$ cat src/rtl/op_register_pkg.sv
// Shared opcode and FSM state definitions for the op_register slice.
package op_register_pkg;

  localparam int unsigned OP_WIDTH = 4;

  typedef enum logic [OP_WIDTH-1:0] {
    OP_NOP = 4'd0,
    OP_CLR = 4'd1,
    OP_LD  = 4'd2,
    OP_INC = 4'd3,
    OP_DEC = 4'd4,
    OP_SHR = 4'd5,
    OP_SHL = 4'd6,
    OP_ASR = 4'd7,
    OP_ROR = 4'd8,
    OP_ROL = 4'd9
  } op_e;

  typedef enum logic {
    ST_IDLE  = 1'b0,
    ST_SHIFT = 1'b1
  } state_e;

  // True for the opcodes that run through the shift/rotate stepper.
  function automatic logic is_shift(input logic [OP_WIDTH-1:0] op);
    return (op >= OP_SHR) && (op <= OP_ROL);
  endfunction

endpackage

$ cat src/rtl/op_register_if.sv
// Operation port of op_register: request side driven by the controller.
interface op_register_if #(
  parameter int unsigned DATA_WIDTH  = 16,
  parameter int unsigned SHAMT_WIDTH = $clog2(DATA_WIDTH)
) ();
  import op_register_pkg::*;

  logic                   op_valid;
  logic                   op_ready;
  logic [OP_WIDTH-1:0]    op;
  logic [DATA_WIDTH-1:0]  in;
  logic [SHAMT_WIDTH-1:0] shamt;
  logic                   fill;
  logic [DATA_WIDTH-1:0]  out;
  logic                   busy;
  logic                   done;
  logic                   carry;
  logic                   zero;
  logic                   neg;

  modport master (
    output op_valid, op, in, shamt, fill,
    input  op_ready, out, busy, done, carry, zero, neg
  );

  modport slave (
    input  op_valid, op, in, shamt, fill,
    output op_ready, out, busy, done, carry, zero, neg
  );

endinterface

$ cat src/rtl/op_register_shift_step.sv
// One-bit shift/rotate step; non-shift opcodes pass the value through.
module shift_step
  import op_register_pkg::*;
#(
  parameter int unsigned DATA_WIDTH = 16
) (
  input  logic [DATA_WIDTH-1:0] value,
  input  logic [OP_WIDTH-1:0]   op,
  input  logic                  fill,
  output logic [DATA_WIDTH-1:0] next_value,
  output logic                  bit_out
);

  // Select the single-step result and the bit that falls off the end.
  always_comb begin
    next_value = value;
    bit_out    = 1'b0;
    case (op)
      OP_SHR: begin next_value = {fill, value[DATA_WIDTH-1:1]};             bit_out = value[0]; end
      OP_SHL: begin next_value = {value[DATA_WIDTH-2:0], fill};             bit_out = value[DATA_WIDTH-1]; end
      OP_ASR: begin next_value = {value[DATA_WIDTH-1], value[DATA_WIDTH-1:1]}; bit_out = value[0]; end
      OP_ROR: begin next_value = {value[0], value[DATA_WIDTH-1:1]};         bit_out = value[0]; end
      OP_ROL: begin next_value = {value[DATA_WIDTH-2:0], value[DATA_WIDTH-1]}; bit_out = value[DATA_WIDTH-1]; end
      default: ;
    endcase
  end

endmodule

$ cat src/rtl/op_register.sv
// Working register with clear/load/inc/dec and iterative multi-bit shifts.
module op_register
  import op_register_pkg::*;
#(
  parameter int unsigned DATA_WIDTH  = 16,
  parameter int unsigned SHAMT_WIDTH = $clog2(DATA_WIDTH)
) (
  input logic         clk,
  input logic         rst,
  op_register_if.slave bus
);

  state_e                 state;
  logic [SHAMT_WIDTH-1:0] cnt;
  logic [OP_WIDTH-1:0]    op_q;
  logic                   fill_q;
  logic [DATA_WIDTH-1:0]  out_q;
  logic                   carry_q;
  logic                   done_q;

  logic [OP_WIDTH-1:0]    step_op;
  logic                   step_fill;
  logic [DATA_WIDTH-1:0]  step_val;
  logic                   step_bit;
  logic [DATA_WIDTH-1:0]  addend;
  logic [DATA_WIDTH-1:0]  sum;

  // First step uses the live request; later steps use the captured op/fill.
  always_comb begin
    step_op   = bus.op;
    step_fill = bus.fill;
    if (state == ST_SHIFT) begin
      step_op   = op_q;
      step_fill = fill_q;
    end
  end

  // INC/DEC share one adder: +1 or +all-ones (i.e. -1).
  assign addend = (bus.op == OP_DEC) ? '1 : DATA_WIDTH'(1);
  assign sum    = out_q + addend;

  shift_step #(.DATA_WIDTH(DATA_WIDTH)) u_step (
    .value      (out_q),
    .op         (step_op),
    .fill       (step_fill),
    .next_value (step_val),
    .bit_out    (step_bit)
  );

  // Control FSM with the output, carry, counter and captured-op registers.
  always_ff @(posedge clk) begin
    if (rst) begin
      state   <= ST_IDLE;
      cnt     <= '0;
      op_q    <= OP_NOP;
      fill_q  <= 1'b0;
      out_q   <= '0;
      carry_q <= 1'b0;
      done_q  <= 1'b0;
    end else begin
      done_q <= 1'b0;
      case (state)
        ST_IDLE: begin
          if (bus.op_valid) begin
            done_q <= 1'b1;
            case (bus.op)
              OP_CLR: begin out_q <= '0;     carry_q <= 1'b0; end
              OP_LD:  begin out_q <= bus.in; carry_q <= 1'b0; end
              OP_INC: begin out_q <= sum;    carry_q <= &out_q; end
              OP_DEC: begin out_q <= sum;    carry_q <= ~|out_q; end
              default: begin
                if (is_shift(bus.op)) begin
                  if (bus.shamt == '0) begin
                    carry_q <= 1'b0;
                  end else begin
                    out_q   <= step_val;
                    carry_q <= step_bit;
                    if (bus.shamt != SHAMT_WIDTH'(1)) begin
                      state  <= ST_SHIFT;
                      cnt    <= bus.shamt - SHAMT_WIDTH'(1);
                      op_q   <= bus.op;
                      fill_q <= bus.fill;
                      done_q <= 1'b0;
                    end
                  end
                end
              end
            endcase
          end
        end
        ST_SHIFT: begin
          out_q   <= step_val;
          carry_q <= step_bit;
          cnt     <= cnt - SHAMT_WIDTH'(1);
          if (cnt == SHAMT_WIDTH'(1)) begin
            state  <= ST_IDLE;
            done_q <= 1'b1;
          end
        end
        default: state <= ST_IDLE;
      endcase
    end
  end

  assign bus.op_ready = (state == ST_IDLE);
  assign bus.busy     = (state == ST_SHIFT);
  assign bus.out      = out_q;
  assign bus.carry    = carry_q;
  assign bus.done     = done_q;
  assign bus.zero     = (out_q == '0);
  assign bus.neg      = out_q[DATA_WIDTH-1];

endmodule

$ cat src/flat_wrapper.sv
// flat-port wrapper written by rule: the top's interface ports become plain ports
module op_register_flat import op_register_pkg::*;
#(
  parameter int unsigned DATA_WIDTH  = 16,
  parameter int unsigned SHAMT_WIDTH = $clog2(DATA_WIDTH)
)
  (clk, rst, bus_op_valid, bus_op, bus_in, bus_shamt, bus_fill, bus_op_ready, bus_out, bus_busy, bus_done, bus_carry, bus_zero, bus_neg);
  op_register_if #(.DATA_WIDTH(DATA_WIDTH), .SHAMT_WIDTH(SHAMT_WIDTH)) bus_i ();
  input logic clk;
  input logic rst;
  input wire logic [$bits(bus_i.op_valid)-1:0] bus_op_valid;
  input wire logic [$bits(bus_i.op)-1:0] bus_op;
  input wire logic [$bits(bus_i.in)-1:0] bus_in;
  input wire logic [$bits(bus_i.shamt)-1:0] bus_shamt;
  input wire logic [$bits(bus_i.fill)-1:0] bus_fill;
  output wire logic [$bits(bus_i.op_ready)-1:0] bus_op_ready;
  output wire logic [$bits(bus_i.out)-1:0] bus_out;
  output wire logic [$bits(bus_i.busy)-1:0] bus_busy;
  output wire logic [$bits(bus_i.done)-1:0] bus_done;
  output wire logic [$bits(bus_i.carry)-1:0] bus_carry;
  output wire logic [$bits(bus_i.zero)-1:0] bus_zero;
  output wire logic [$bits(bus_i.neg)-1:0] bus_neg;
  assign bus_i.op_valid = bus_op_valid;
  assign bus_i.op = bus_op;
  assign bus_i.in = bus_in;
  assign bus_i.shamt = bus_shamt;
  assign bus_i.fill = bus_fill;
  assign bus_op_ready = bus_i.op_ready;
  assign bus_out = bus_i.out;
  assign bus_busy = bus_i.busy;
  assign bus_done = bus_i.done;
  assign bus_carry = bus_i.carry;
  assign bus_zero = bus_i.zero;
  assign bus_neg = bus_i.neg;
  op_register #(.DATA_WIDTH(DATA_WIDTH), .SHAMT_WIDTH(SHAMT_WIDTH)) u_core (.clk(clk), .rst(rst), .bus(bus_i));
endmodule
$ cat config.mk
export PLATFORM = sky130hd
export DESIGN_NAME = op_register_flat
export DESIGN_NICKNAME = d
export VERILOG_FILES = /design/src/rtl/op_register_pkg.sv /design/src/rtl/op_register_if.sv /design/src/rtl/op_register_shift_step.sv /design/src/rtl/op_register.sv /design/src/flat_wrapper.sv
export SDC_FILE = /design/constraint.sdc
export NUM_CORES = 1
export LEC_CHECK = 0
export ABC_AREA = 1
export BUFFER_PORTS_ARGS = -buffer_cell sky130_fd_sc_hd__buf_2
export CAP_MARGIN = 5
export CORE_MARGIN = 5
export CORE_UTILIZATION = 60
export CTS_CLUSTER_SIZE = 25
export DETAILED_ROUTE_END_ITERATION = 6
export PLACE_DENSITY = 0.86
export SLEW_MARGIN = 25
export SYNTH_ARGS = -nofsm -noshare
export SYNTH_HDL_FRONTEND = slang
export SYNTH_SLANG_ARGS = --single-unit
$ cat constraint.sdc
create_clock -name clk -period 4 [get_ports clk]
set_clock_uncertainty 0.2 [all_clocks]
set_input_delay 0.6 -clock clk [delete_from_list [all_inputs] [get_ports clk]]
set_output_delay 0.6 -clock clk [all_outputs]
set_load 0.02 [all_outputs]
---- Word level (Yosys, flattened, before mapping) ----
Index checks and enable logic that the tools add are counted.
operators by class
  add/sub/neg operators ................... 3
  magnitude comparators ................... 2
  equal/unequal tests ..................... 19
  mux-type cells .......................... 35
  bitwise gates (word level) .............. 3
  reduce and logical (&&, ||, !) cells .... 15
operator list
  operator                                                                count
  16-bit one-hot mux with 5 select lines                                  1
  16-bit 2-to-1 mux                                                       4
  16-bit one-hot mux with 3 select lines                                  1
  16-bit one-hot mux with 2 select lines                                  1
  4-bit 2-to-1 mux                                                        6
  16-bit adder                                                            1
  4-bit by 3-bit equality test with 1-bit output (second input constant)  4
  16-bit zero test                                                        1
  1-bit 2-to-1 mux                                                        16
  16-bit AND reduction                                                    1
  16-bit OR reduction                                                     1
  5-bit by 2-bit != test with 1-bit output (second input constant)        2
  4-bit by 1-bit equality test with 1-bit output (second input constant)  2
  4-bit by 2-bit equality test with 1-bit output (second input constant)  2
  4-bit equality test (second input constant)                             2
  1-bit one-hot mux with 2 select lines                                   4
  4-bit one-hot mux with 2 select lines                                   1
  4-bit by 1-bit subtractor with 4-bit output (second input constant)     2
  2-bit != test (second input constant)                                   3
  6-bit AND reduction                                                     1
  2-bit OR reduction                                                      3
  5-bit != test (second input constant)                                   1
  5-bit AND reduction                                                     1
  4-bit by 3-bit >= comparator with 1-bit output (second input constant)  1
  other kinds (12)                                                        15
storage, ports and cells
  bits in registers ....................... 28
  input port bits ......................... 28
  output and inout bits ................... 22
  word-level logic and storage cells ...... 84

---- Depth between registers and ports, before layout ----
  word-level depth ........................ 9
  gate-level depth with buffers ........... 21
  gate-level depth less buffers ........... 20

---- Cells and area by module ----
A second synthesis with hierarchy kept.
second synthesis, totals
  cells, all modules ...................... 598
  area, all modules ....................... 3246.9 µm²
modules (own cells, without submodules)
  module       times used  cells an instance  area an instance (µm²)  seq. area each (µm²)
  op_register  1           461                2657.5                  560.5
  shift_step   1           137                589.3                   0.0

---- Least setup slack after synthesis ----
OpenSTA, ideal clock, no wires.
  path type ............................... input port to flip-flop
  start ................................... in bus_op[0]
  end ..................................... reg u_core.out_q[14], in the netlist u_core.bus.out[14]
  setup time .............................. 0.132 ns
  data arrival time ....................... 2.084 ns
  required time ........................... 3.668 ns
  slack ................................... 1.583 ns
  stages on the path ...................... 20
  buffers on the path ..................... 1
  cell sequence ........................... nor2_2 -> nand2_2 -> buf_6 -> nand2_1 -> nand2_1 -> inv_1 -> ha_1 -> inv_1 -> nand2_1 -> inv_1 -> nor2_1 -> nand2_1 -> o21ai_2 -> nand2_1 -> nand2_1 -> nand2_1 -> nand3_1 -> nand2_1 -> nand2_1 -> a21oi_1
between the ends
  word-level cells in the longest chain between the ends .. 8
  elaborated cells between the ends (all ways) .. 25
  those cells by class .................... add/sub (1); order compare (2); eq/ne (11); mux (8); reduce/logical (3)
RTL lines
  element                                               RTL line            text
  start: declaration                                    flat_wrapper.sv:12  input wire logic [$bits(bus_i.op)-1:0] bus_op;
  branches (longest 8 deep; another with 16-bit adder)  n/a
  end signal: assignment                                op_register.sv:69   OP_INC: begin out_q <= sum; carry_q <= &out_q; end
  end signal: assignment                                op_register.sv:70   OP_DEC: begin out_q <= sum; carry_q <= ~|out_q; end
  end signal: assignment                                op_register.sv:76   out_q <= step_val;
  end: declaration                                      op_register.sv:17   logic [DATA_WIDTH-1:0] out_q;
Parallel ways; which one is timed is not known. The select of a mux whose other input is x is not followed.
A chain may end at the register's enable or synchronous reset.

---- Worst setup path after layout ----
  start ................................... in bus_op[2]
  end ..................................... reg u_core.out_q[15], in the netlist u_core.bus.out[15]
Same word-level chain as after synthesis.

==> qor.yml <==
cp_num_buf_inv: 3
ys_seq_elements: 28
drive_above_1_share: 0.169
hold_path_class: "flop to flop"
slowest_delay_ps: 450
root_buffer: "clkbuf_8"
worst_setup_path_start_kind: "primary input"
outcome: "finished, final reports clean"
wl_microns: 9010
min_period_over_period: 0.755
combPwrFrac: 0.370
worst_slack_ps: 981
crit_path_end: "u_core.bus.out[15]"
cts_resized: 0
synth_edf_count: 0
arrival_ps: 3040
ys_warn_count: 0
maxCapViolCount: 0
finalNetCount: 570
internal-power_w: 0.000480
p_sw_w: 0.000331
antenna_found_initial: 0
cp.required_ps: 4020
synth-async-reset-ratio: 0
p_clk_frac: 0.233
finalSetupViolations: 0
synth_top_area_share: 0.192
hold_buffers: 0
holdWs_ps: 258
drt_first_iter_violations: 480
finalMaxSlewViolations: 0
vias: 3567
cts-htree-levels: 1
worstPathCellList: "buf_2 -> inv_2 -> nor2_4 -> nand2_2 -> inv_1 -> ha_1 -> a21oi_1 -> o21ai_0 -> a21oi_1 -> nand2_1 -> nand2_1 -> nand3_1 -> nand2_1 -> nand2_1 -> a21oi_1"
relSlewSlack: 0.551
clk_pin_slew_ps: 100
syn2layout_area_growth_pct: 9.84
rows: 25
synthesis.area_sq_um: 2920
cp.depth: 15
critical_path.top_delay_family: "simple AND/OR/NAND/NOR gates"
drc: 0
reg2reg_slack_ps: 1350
ant_nets: 0
cp_max_fo: 21
setup_tns_ps: 0
fillers: 442
crit_type: "primary input to flop"
crit_top_cell: "nand2_1"
synth-main-ff-cell: "dfxtp_1"
clockBufferDepth: 2
fmax_mhz: 331
startpoint: "bus_op[2]"
gr-total-overflow: 0
portBuffers: 49
wl_per_cell_microns: 15.0
r2r_cells: 10
grt_pass1_vias: 3153
crit_path_top_delay_cell: "inv_1"
vdd_drop_max_mv: 0.215
clk-insertion-delay-late_ps: 280
cts_setup_buffers: 0
syn_inst: 497
r2r_end: "u_core.bus.out[12]"
synth_area_leader_cell: "dfxtp_1"
die_x_microns: 79.8
cts_sinks: 28
n_antenna_cell: 0
firstDrtPassIters: 5
synth_fp_nets: 533
p_leak_nw: 1.51
start_util: 0.619
grt_use_total: 0.281
rsz0062_at_grt: "false"
yosysUniqueCellTypes: 40
hold_viol_final: 0
synth_area_leaders: "dfxtp_1, nand2_1, a21oi_1"
min_period_ps: 3020
grt_max_degree: 25
power.density_nw_per_um2: 253
cp-end-kind: "flop"
tritoncts: "yes"
tightest_slew_ps: 671
via_per_inst: 5.95
dieArea_sq_um: 6370
gp_congestion: 1.00
grt_first_pass_wirelength_microns: 14600
swShare: 0.408
numCtsBuffers: 3
fp.coreArea_sq_um: 4720
r2r_start: "u_core.bus.busy"
ys_seq_area_frac: 0.192
synth.avg_cell_area_sq_um: 5.88
hpwl_microns: 6660
die_y_microns: 79.8
post-place-ws_ps: 788
power_frac_seq: 0.397
p_total_w: 0.000812
io_pins: 50
-- worst reg2reg max path, cell delays in order, from the launching register on --
cell and delay [ps]:
dfxtp_1 730, o21ai_0 290, nor2_1 310, nand3_2 130, o21ai_2 220, inv_2 200, o22ai_1 160, o21ai_0 120
inv_1 80, nand2_1 50, a21oi_1 100
-- stage by stage --
step           std cells  utilization  cell area (sq um)
6_report             600        0.680               3210
5_1_grt              600        0.680               3210
4_1_cts              600        0.679               3210
3_5_place_dp         596        0.667               3150
3_3_place_gp         596        0.667               3150
2_1_floorplan        497            -               2920
-- cell usage in the layout, fill, tap and decap left out, types with 2 or more instances in the layout --
cell type and n:
a21oi_1 58, a31oi_1 5, a41oi_1 3, buf_2 49
buf_4 3, clkbuf_8 4, dfxtp_1 28, ha_1 8
inv_1 55, inv_2 10, nand2_1 131, nand2_2 7
nand3_1 43, nand4_1 9, nor2_1 37, nor2_4 3
nor3_1 5, nor4_1 3, o211ai_1 3, o21ai_0 25
o21ai_1 3, o21ai_2 5, o21ai_4 2, o221ai_1 7
o22ai_1 3, o31ai_1 2, xor2_1 9
-- worst min-delay path by stage --
stage                        from       endpoint  depth (start not counted)
floorplan           u_core.fill_q  u_core.fill_q                          2
global placement    u_core.fill_q  u_core.fill_q                          2
detailed placement  u_core.fill_q  u_core.fill_q                          2
CTS                 u_core.fill_q  u_core.fill_q                          2
global route        u_core.fill_q  u_core.fill_q                          2
finish              u_core.fill_q  u_core.fill_q                          2
-- layout make-up --
type	instances	area, sq um	area share
clock buffer	4	55.1	0.0171
inverter	65	244	0.0760
multi-input combinational	384	2000	0.623
sequential	28	561	0.175
tap	67	83.8	0.0261
timing repair buffer	52	268	0.0834
-- metal layers --
layer  track usage  wire length [microns]
met2         0.468                   4080
met5             0                      0
met1         0.381                   3880
met3        0.0429                    889
met4        0.0608                    161
-- cells by family after synthesis --
family,count (synthesis),synth area share
AO/OA/AOI/OAI,124,0.257
XOR/XNOR,10,0.0300
adder cells (fa/ha/maj),8,0.0342
buffers and inverters,85,0.128
flip-flops,28,0.192
AND/OR/NAND/NOR,242,0.359
-- cells in the mapped netlist, drive strengths merged (2+ instances only) --
library cell,number
o22ai,3
nand4,9
nor3,6
buf,14
a21oi,59
a41oi,3
o221ai,7
nor2,41
nand3,44
o21bai,2
o211ai,3
nor4,3
inv,65
o31ai,2
clkbuf,6
ha,8
dfxtp,28
o21ai,35
a31oi,5
xor2,9
nand2,138
-- sequential cells by signal, summed over array words and instances, names as in the netlist --
name              count
u_core.fill_q         1
u_core.bus.busy       1
u_core.op_q           4
u_core.bus.carry      1
u_core.bus.out       16
u_core.cnt            4
u_core.bus.done       1
-- power by group through the flow --
stage / logic (W) / clock network [W] / registers (W)
3_5_place_dp: 0.000292 / 0 / 0.000328
2_1_floorplan: 0.000207 / 0 / 0.000332
5_1_grt: 0.000332 / 0.000200 / 0.000325
6_report: 0.000300 / 0.000189 / 0.000323
3_3_place_gp: 0.000288 / 0 / 0.000328
4_1_cts: 0.000294 / 0.000188 / 0.000321
No activity file was read; power rests on OpenSTA's default activity.
